[config.mk]
export PLATFORM = sky130hd
export DESIGN_NAME = pulse_train_generator
export DESIGN_NICKNAME = d
export VERILOG_FILES = /design/src/rtl/pulse_train_generator.sv
export SDC_FILE = /design/constraint.sdc
export NUM_CORES = 1
export LEC_CHECK = 0
export ABC_AREA = 1
export CAP_MARGIN = 20
export CELL_PAD_IN_SITES_DETAIL_PLACEMENT = 1
export CELL_PAD_IN_SITES_GLOBAL_PLACEMENT = 2
export CORE_MARGIN = 2
export CORE_UTILIZATION = 33
export CTS_CLUSTER_DIAMETER = 50
export CTS_CLUSTER_SIZE = 30
export DETAILED_ROUTE_END_ITERATION = 8
export PLACE_DENSITY_LB_ADDON = 0.1
export SLEW_MARGIN = 15
export SYNTH_ARGS = -nofsm -noshare
export SYNTH_HDL_FRONTEND = slang
export SYNTH_SLANG_ARGS = --single-unit
export TNS_END_PERCENT = 30
[constraint.sdc]
create_clock -name clk -period 6.1 [get_ports clk]
set_input_delay 0.915 -clock clk [delete_from_list [all_inputs] [get_ports clk]]
set_output_delay 0.915 -clock clk [all_outputs]
set_load 0.01 [all_outputs]
[src/rtl/pulse_train_generator.sv]
// Pulse train generator: emits `count` high pulses of `pulse_width` cycles
// separated by max(gap,1) low cycles, then a one-cycle done strobe.
module pulse_train_generator #(
    parameter int CNT_W = 8
) (
    input  logic             clk,
    input  logic             rst,
    input  logic             start,
    input  logic             abort,
    input  logic [CNT_W-1:0] pulse_width,
    input  logic [CNT_W-1:0] gap,
    input  logic [CNT_W-1:0] count,
    output logic             out,
    output logic             busy,
    output logic             done,
    output logic             aborted,
    output logic [CNT_W-1:0] pulse_idx
);

    typedef enum logic [1:0] {
        S_IDLE = 2'd0,
        S_HIGH = 2'd1,
        S_LOW  = 2'd2,
        S_DONE = 2'd3
    } state_t;

    localparam logic [CNT_W-1:0] ONE = CNT_W'(1);

    state_t           state_q, state_d;
    logic [CNT_W-1:0] width_q, width_d;
    logic [CNT_W-1:0] gap_q, gap_d;
    logic [CNT_W-1:0] count_q, count_d;
    logic [CNT_W-1:0] phase_q, phase_d;
    logic [CNT_W-1:0] idx_q, idx_d;
    logic             out_q, out_d;
    logic             aborted_q, aborted_d;

    always_ff @(posedge clk) begin
        if (rst) begin
            state_q   <= S_IDLE;
            width_q   <= '0;
            gap_q     <= '0;
            count_q   <= '0;
            phase_q   <= '0;
            idx_q     <= '0;
            out_q     <= 1'b0;
            aborted_q <= 1'b0;
        end else begin
            state_q   <= state_d;
            width_q   <= width_d;
            gap_q     <= gap_d;
            count_q   <= count_d;
            phase_q   <= phase_d;
            idx_q     <= idx_d;
            out_q     <= out_d;
            aborted_q <= aborted_d;
        end
    end

    // phase_q counts down the remaining cycles of the current HIGH/LOW phase,
    // loaded with length-1 so a full-scale width never overflows.
    always_comb begin
        state_d   = state_q;
        width_d   = width_q;
        gap_d     = gap_q;
        count_d   = count_q;
        phase_d   = phase_q;
        idx_d     = idx_q;
        aborted_d = 1'b0;
        case (state_q)
            S_IDLE: begin
                if (start) begin
                    idx_d = '0;
                    if (count == '0 || pulse_width == '0) begin
                        state_d = S_DONE;
                    end else begin
                        width_d = pulse_width;
                        gap_d   = gap;
                        count_d = count;
                        phase_d = pulse_width - ONE;
                        state_d = S_HIGH;
                    end
                end
            end
            S_HIGH: begin
                if (abort) begin
                    state_d   = S_DONE;
                    aborted_d = 1'b1;
                end else if (phase_q == '0) begin
                    if (idx_q < count_q - ONE) begin
                        state_d = S_LOW;
                        phase_d = (gap_q == '0) ? '0 : gap_q - ONE;
                    end else begin
                        state_d = S_DONE;
                    end
                end else begin
                    phase_d = phase_q - ONE;
                end
            end
            S_LOW: begin
                if (abort) begin
                    state_d   = S_DONE;
                    aborted_d = 1'b1;
                end else if (phase_q == '0) begin
                    idx_d   = idx_q + ONE;
                    phase_d = width_q - ONE;
                    state_d = S_HIGH;
                end else begin
                    phase_d = phase_q - ONE;
                end
            end
            default: begin
                state_d = S_IDLE;
            end
        endcase
    end

    always_comb begin
        out_d     = (state_d == S_HIGH);
        out       = out_q;
        busy      = (state_q != S_IDLE);
        done      = (state_q == S_DONE);
        aborted   = aborted_q;
        pulse_idx = idx_q;
    end

endmodule
==> impl_metrics.tcl, run 1 <==
set metrics [dict create \
    place_hpwl_microns 7070 \
    drt_iter0_drc 111 \
    rsz0062_at_grt "false" \
    die_area_sq_um 10200 \
    fin_cells 624 \
    final.setup.worst_slack_ps 3130 \
    worstSetupStartpointType "input port" \
    finish.utilization_pct 39.7 \
    io_pins 40 \
    via_per_inst 5.01 \
    path_class "in -> reg" \
    fin_crit_ps 2970 \
    power-per-cell-area_nw_per_um2 448 \
    worstPathCellList "clkdlybuf4s50_1, inv_1, ha_1, nand3_1, nand2_1, inv_1, nand3_2, inv_2, o21ai_0, a21oi_1" \
    initial_core_util_pct 33.7 \
    yosysTopAreaCell "dfxtp_1" \
    finalSetupViolCount 0 \
    cp.required_ps 6340 \
    whs_ps 482 \
    ir_worst_vdd_v 0.000172 \
    finalCritPeriodShare_pct 48.7 \
    cts_buffers 5 \
    grt-ovfl-total 0 \
    cp_slowest_cell "nand3_2" \
    fin_worst_skew_ps 7.60 \
    synth_cell_type_count 40 \
    yosys_register_bits 44 \
    core_area_sq_um 9200 \
    worst_pin_slew_ps 987 \
    pre_cts_slack_ps 2780 \
    cp_max_fo 37 \
    grt_pass1_wl_microns 15300 \
    clock_path_buffers 2 \
    path_common_cell "inv_1" \
    maxCapViolations 0 \
    hp-class "reg -> reg" \
    synth.area.top_cells "dfxtp_1 (28%), nand2_1 (11%), nor2_1 (9.0%), ha_1 (8.1%), a21oi_1 (7.4%)" \
    syn_area_sq_um 3100 \
    finalHoldViolCount 0 \
    path_clk_slew_ps 100 \
    cp_slowest_stage_delay_ps 500 \
    postSynthCellCount 477 \
    numPlacedInstances 616 \
    nets 560 \
    slew_viol_final 0 \
    yosysSeqAreaShare_pct 28.4 \
    rows 35 \
    wl_per_cell_microns 14.6 \
    ant_nets 0 \
    cts.sinks 44 \
    clock-root-buffer "clkbuf_8" \
    grt_util_all_layers_pct 19.0 \
    cts_hold_buf 0 \
    clk_latency_ps 300 \
    drt-total-wl_microns 9110 \
    most-common-layout-cells "nand2_1 (94), nor2_1 (74), inv_1 (50)" \
    fmax_ghz 0.337 \
    cts_tree "done" \
    globalplace.congestion 0.822 \
    layout-drive-gt1-share_pct 7.02 \
    port_buffers 39 \
    drc 0 \
    die_h_microns 101 \
    n_antenna_cell 0 \
    fin_area_sq_um 3650 \
    status "finished clean" \
    place_area_sq_um 3550 \
    vias 3129 \
    grt_start_max_net_pins 38 \
    dr.pass1.iters 4 \
    synth_top_area_share_pct 28.4 \
    p_total_mw 1.64 \
    ctsHtreeMaxLevel 2 \
    area_delta_synth_final_pct 17.6 \
    antenna_found_initial 0 \
    post-cts-setup-buffer-count 0 \
    mostFrequentLayoutCell "nand2_1" \
    power_leakage_nw 1.62 \
    die_x_microns 101 \
    synth_area_per_cell_sq_um 6.50 \
    cts_resized 0 \
    syn-num-nets 525 \
    grt_pass1_vias 3219 \
    setup_tns_ps 0 \
    end_kind "flop" \
    ys_warn_count 0 \
    cp.arrival_ps 3210 \
    relSlewSlack_pct 34.1 \
]
[power by group]
| part | internal (mW) | total, mW | switching (mW) |
|---|---|---|---|
| Clock | 0.0924 | 0.204 | 0.112 |
| Combinational | 0.349 | 0.999 | 0.650 |
| Sequential | 0.365 | 0.431 | 0.0667 |
| Total | 0.806 | 1.64 | 0.829 |
[synthesized netlist by cell type]
cell	count
ha_1	20
a21oi_4	1
nand2_4	3
xnor2_1	4
o21bai_1	1
nor3b_1	1
dfxtp_1	44
nor3_2	1
buf_2	4
or2_2	3
o21ai_2	1
nand3_4	1
o211ai_1	1
a21oi_2	1
nand3b_1	1
buf_6	3
buf_4	2
nor2_1	74
nor3_1	4
clkbuf_1	2
clkinv_1	1
o21ai_0	42
nand3_2	2
nand3_1	30
o211ai_2	1
inv_2	7
and3_1	1
nand4_1	9
nand2_1	94
inv_1	50
nand2_2	3
inv_4	1
a31oi_1	1
o21a_1	2
a21oi_1	46
o21ai_1	1
and2_1	1
nor2_2	4
xor2_1	8
o31ai_1	1
[path summary, 6_finish.rpt]
path,startpoint,to,slack (ps),cells past startpoint
setup / recovery,pulse_width[0],width_q[4],3130,10
hold / removal,width_q[7],width_q[7],480,2
setup reg to reg,count_q[2],phase_q[7],3770,13
hold reg to reg,width_q[7],width_q[7],480,2
[area by class of cell]
| type | count | area, sq um |
|---|---|---|
| tap | 111 | 139 |
| fill | 1217 | 5550 |
| multi-input combinational | 363 | 1920 |
| sequential | 44 | 881 |
| clock inverter | 1 | 7.51 |
| timing repair buffer | 39 | 390 |
| inverter | 59 | 224 |
| clock buffer | 7 | 86.3 |
[flip-flops by register name, summed over array words and instances (netlist names)]
| register | count |
|---|---|
| count_q | 8 |
| gap_q | 8 |
| phase_q | 8 |
| pulse_idx | 8 |
| width_q | 8 |
| state_q | 2 |
| aborted | 1 |
| out | 1 |
[critical path: cells and delay by family]
family / cells / cell delay [ps]
compound gates: 2 / 300
fa+ha+maj: 1 / 220
buf+inv: 4 / 1060
simple gates: 3 / 710
[metal layers]
| metal | GRT usage [%] | up-vias | part of all wire [%] |
|---|---|---|---|
| met2 | 33.7 | 37 | 48 |
| met4 | 4.47 | 0 | 1.1 |
| met1 | 24.3 | 1471 | 48 |
| met5 | 0 | - | 0 |
| li1 | - | 1614 | - |
| met3 | 2.64 | 7 | 2.9 |
[logic make-up after synthesis]
group / after synthesis / share of synthesized area [%]
xor gates and xnor gates: 12 / 3.39
and+or+nand+nor: 232 / 33.2
adders and majority gates: 20 / 8.07
DFF: 44 / 28.4
AOI/OAI and AO/OA: 99 / 17.3
buffers and inverters: 70 / 9.69
(Power assumes the default switching activity.)
==> inputs of run 2 (changes only) <==
- CORE_UTILIZATION: 33 -> 30
- clock period: 6.1 -> 3 ns (I/O delays scaled with it)
==> run 2 against run 1 <==
Non-clock buffer count up 2. Global-route usage decreased by 1.2 points. First-iteration DRC count fell by 13%. Hold slack worse by 5.2 ps. Sequential power grew 100%. Final cell count up 4.2%. Largest cell class unchanged. Cell area is 2.2% higher. Clock skew shrank 0.77 ps. Clock power grew to 2.7 times the previous value. Die area up 9.6%.
==> impl_metrics.tcl, run 2 (synthesis gave the netlist of run 1 again) <==
set metrics [dict create \
    finalCritPeriodShare_pct 77.8 \
    cts_hold_buf 0 \
    grt_util_all_layers_pct 17.8 \
    finalHoldViolCount 0 \
    regArea_sq_um 881 \
    drt-total-wl_microns 9280 \
    die_h_microns 106 \
    ctsHtreeMaxLevel 2 \
    worstSetupStartpointType "flop" \
    die_area_sq_um 11200 \
    via_per_inst 4.80 \
    clock_power_share_pct 15.8 \
    r2r_start "count_q[0]" \
    core_area_sq_um 10200 \
    status "finished clean" \
    drt_iter0_drc 97 \
    final.setup.worst_slack_ps 665 \
    clock_path_buffers 2 \
    setup_tns_ps 0 \
    crit_start "count_q[0]" \
    cts.sinks 44 \
    nets 562 \
    path_class "reg -> reg" \
    multi_input_area_sq_um 1920 \
    wl_per_cell_microns 14.3 \
    end_kind "flop" \
    globalplace.congestion 0.757 \
    io_pins 40 \
    dr.pass1.iters 4 \
    place_hpwl_microns 7330 \
    cp.required_ps 3250 \
    grt_pass1_wl_microns 15700 \
    vias 3119 \
    seq_power_share_pct 25.4 \
    relSlewSlack_pct 63.7 \
    finalSetupViolCount 0 \
    power-per-cell-area_nw_per_um2 928 \
    rsz0062_at_grt "false" \
    fmax_ghz 0.428 \
    drc 0 \
    fin_worst_skew_ps 6.83 \
    cts_buffers 5 \
    grt-ovfl-total 0 \
    p_sw_share_pct 48.4 \
    fin_crit_ps 2330 \
    clock-root-buffer "clkbuf_8" \
    min_from "width_q[7]" \
    power.internal_mw 1.79 \
    initial_core_util_pct 30.4 \
    path_clk_slew_ps 90 \
    slew_viol_final 0 \
    cp_max_fo 14 \
    layout-drive-gt1-share_pct 7.39 \
    cts_tree "done" \
    antenna_found_initial 0 \
    die_x_microns 106 \
    grt_pass1_vias 3190 \
    power.switching_mw 1.68 \
    power_leakage_nw 1.65 \
    grt_start_max_net_pins 33 \
    rows 37 \
    port_buffers 39 \
    worst_pin_slew_ps 545 \
    most-common-layout-cells "nand2_1 (94), nor2_1 (74), inv_1 (50)" \
    maxCapViolations 0 \
    hp-class "reg -> reg" \
    fillers 1339 \
    ir_worst_vdd_v 0.000289 \
    cts_resized 0 \
    p_comb_share_pct 58.8 \
    pre_cts_slack_ps 513 \
    clk_latency_ps 310 \
    ant_nets 0 \
    area_delta_synth_final_pct 20.3 \
    cp.arrival_ps 2580 \
    post-cts-setup-buffer-count 0 \
    mostFrequentLayoutCell "nand2_1" \
    n_antenna_cell 0 \
]
## run 2: changes by cell type in the layout (fill, tap and decap cells not counted), sizes merged
| cell | delta |
|---|---|
| buf | +2 |
| bufinv | +2 |
| clkbuf | -2 |
| clkinvlp | -1 |
## run 2: path summary, 6_finish.rpt
path | to | slack (ps) | cells after the start
worst max-delay path | phase_q[5] | 670 | 13
worst min register to register | width_q[7] | 480 | 2
worst min-delay path | width_q[7] | 480 | 2
worst max register to register | phase_q[5] | 670 | 13
## run 2: per-layer routing
metal / routed length (microns) / track usage [%]
met2: 4330 / 30.5
met3: 243 / 2.84
met4: 168 / 5.55
met5: 0 / 0
met1: 4540 / 22.9
## run 2: critical path: stages, from the launching register on
cell and delay (ps):
dfxtp_1 320, inv_1 120, ha_1 200, nand2_1 90, nor3_1 210, xnor2_1 110, ha_1 280, nand2_1 60
o21a_1 180, nand2_1 70, nand2_1 120, nand2_2 260, inv_1 100, a21oi_1 140
## run 2: area by class of cell
class	count	share of cell area, %
Clock buffer	5	1.85
Clock inverter	2	1.61
Inverter	59	6.01
Multi-Input combinational cell	363	51.5
Sequential cell	44	23.6
Tap cell	136	4.56
Timing Repair Buffer	41	10.9
## run 2: power by group through the flow
stage,Sequential (mW),Combinational [mW],Clock [mW]
after global placement,0.893,2.03,0
after global routing,0.906,2.35,0.602
after CTS,0.881,2.08,0.572
after detailed placement,0.894,2.07,0
after floorplan,0.860,1.58,0
final,0.881,2.03,0.547
## run 2: metrics by stage
stage / instance area (sq um) / hold slack, ps / total power [mW] / util [%] / instances
after floorplan: 3100 / 440 / 2.44 / - / 477
after global placement: 3600 / 452 / 2.93 / 35.3 / 643
after detailed placement: 3600 / 464 / 2.97 / 35.3 / 643
after CTS: 3730 / 477 / 3.54 / 36.6 / 650
after global routing: 3730 / 516 / 3.86 / 36.6 / 650
final: 3730 / 477 / 3.46 / 36.6 / 650
==> inputs of run 3 (changes only) <==
- CORE_UTILIZATION: 30 -> 27
- clock period: 3 -> 2.1 ns (I/O delays scaled with it)
==> run 3 against run 2 <==
Clock power is 77% higher. Core utilization hardly changed. Sequential share of layout area is 2.3 points lower.
==> impl_metrics.tcl, run 3 (synthesis gave the netlist of run 1 again) <==
set metrics [dict create \
    status "finished clean" \
    fin_worst_skew_ps 6.44 \
    via_per_inst 4.72 \
    pre_cts_slack_ps -124 \
    power_leakage_nw 1.87 \
    worst_pin_slew_ps 330 \
    wl_per_cell_microns 14.6 \
    finalSetupViolCount 0 \
    most-common-layout-cells "nand2_1 (93), nor2_1 (72), inv_1 (48)" \
    finalHoldViolCount 0 \
    vias 3283 \
    core_area_sq_um 11300 \
    place_hpwl_microns 8150 \
    cts.sinks 44 \
    fillers 1473 \
    clk_latency_ps 300 \
    port_buffers 39 \
    layout-drive-gt1-share_pct 17.0 \
    initial_core_util_pct 27.4 \
    ctsHtreeMaxLevel 2 \
    drt_iter0_drc 78 \
    fin_crit_ps 2090 \
    post-cts-setup-buffer-count 0 \
    r2r_cells 13 \
    path_clk_slew_ps 70 \
    min_from "width_q[7]" \
    fin_area_sq_um 4140 \
    cp.required_ps 2290 \
    globalplace.congestion 0.800 \
    area_delta_synth_final_pct 33.6 \
    drc 0 \
    clock-root-buffer "clkbuf_16" \
    fmax_ghz 0.479 \
    relSlewSlack_pct 77.9 \
    grt_start_max_net_pins 28 \
    finish.utilization_pct 36.6 \
    grt_pass1_vias 3400 \
    grt_pass1_wl_microns 17000 \
    worstReg2RegEnd "phase_q[6]" \
    power-per-cell-area_nw_per_um2 1350 \
    mostFrequentLayoutCell "nand2_1" \
    grt-ovfl-total 0 \
    hp-class "reg -> reg" \
    ant_nets 0 \
    place_area_sq_um 3890 \
    final.setup.worst_slack_ps 11.4 \
    die_h_microns 111 \
    die_x_microns 111 \
    cp_max_fo 2 \
    r2r_start "count_q[2]" \
    antenna_found_initial 0 \
    cts_buffers 5 \
    path_class "reg -> reg" \
    endpoint "phase_q[6]" \
    ir_worst_vdd_v 0.000437 \
    end_kind "flop" \
    worstSetupStartpointType "flop" \
    cts_tree "done" \
    io_pins 40 \
    die_area_sq_um 12400 \
    whs_ps 473 \
    maxCapViolations 0 \
    clock_path_buffers 2 \
    cp.arrival_ps 2280 \
    n_antenna_cell 0 \
    cts_hold_buf 0 \
    crit_start "count_q[2]" \
    drt-total-wl_microns 10100 \
    slew_viol_final 0 \
    grt_util_all_layers_pct 17.1 \
    rsz0062_at_grt "true" \
    rows 39 \
    finalCritPeriodShare_pct 99.5 \
    nets 599 \
    dr.pass1.iters 4 \
    reg2reg_slack_ps 10 \
]
==> run 3: power breakdown <==
part | leakage [nW] | total, mW | internal, mW | switching, mW
clock network | 0.0871 | 0.969 | 0.597 | 0.372
logic | 1.42 | 3.37 | 1.31 | 2.06
registers | 0.363 | 1.26 | 1.06 | 0.197
total | 1.87 | 5.60 | 2.97 | 2.63
==> run 3: final cells by class <==
class | count | area, sq um | area share [%]
Sequential cell | 44 | 885 | 21.4
Clock buffer | 6 | 139 | 3.35
Multi-Input combinational cell | 363 | 1990 | 48.0
Timing Repair Buffer | 78 | 687 | 16.6
Tap cell | 143 | 179 | 4.32
Inverter | 59 | 224 | 5.41
Clock inverter | 2 | 38.8 | 0.937
==> run 3: how the worst min path moves through the flow <==
stage	to	slack [ps]	cells after the start
after floorplan	pulse_idx[0]	380	1
after global placement	width_q[7]	450	2
after detailed placement	width_q[7]	460	2
after CTS	width_q[7]	470	2
after global routing	width_q[7]	510	2
final	width_q[7]	470	2
==> run 3: worst max-delay path, stage by stage, from the launching register on <==
cell and delay, ps:
dfxtp_2 330, nor2_2 110, nand4_1 130, buf_4 160, xor2_1 130, ha_1 310
a21oi_2 130, o21a_1 120, nand2_1 60, nand2_2 120, buf_6 130, nand3_1 80
nor2_1 110, nor2_1 50
==> run 3: layer usage <==
layer / wire [microns] / track usage (%) / up-vias
met5: 0 / 0 / -
met4: 82 / 3.95 / 0
met3: 227 / 2.68 / 5
met2: 4990 / 30.4 / 41
met1: 4840 / 21.6 / 1539
li1: - / - / 1698
==> run 3: per-stage QoR <==
step | total power, mW | instances | TNS [ps]
2_1_floorplan | 3.48 | 477 | 0
3_3_place_gp | 4.48 | 687 | -1970
3_5_place_dp | 4.54 | 687 | -2260
4_1_cts | 5.62 | 695 | 0
5_1_grt | 6.16 | 695 | -757
6_report | 5.60 | 695 | 0
==> run 3: timing repair <==
action	4_1_cts	5_1_grt
pin swaps	9	2
gates resized for setup	12	10
endpoints found under the setup margin	10	9
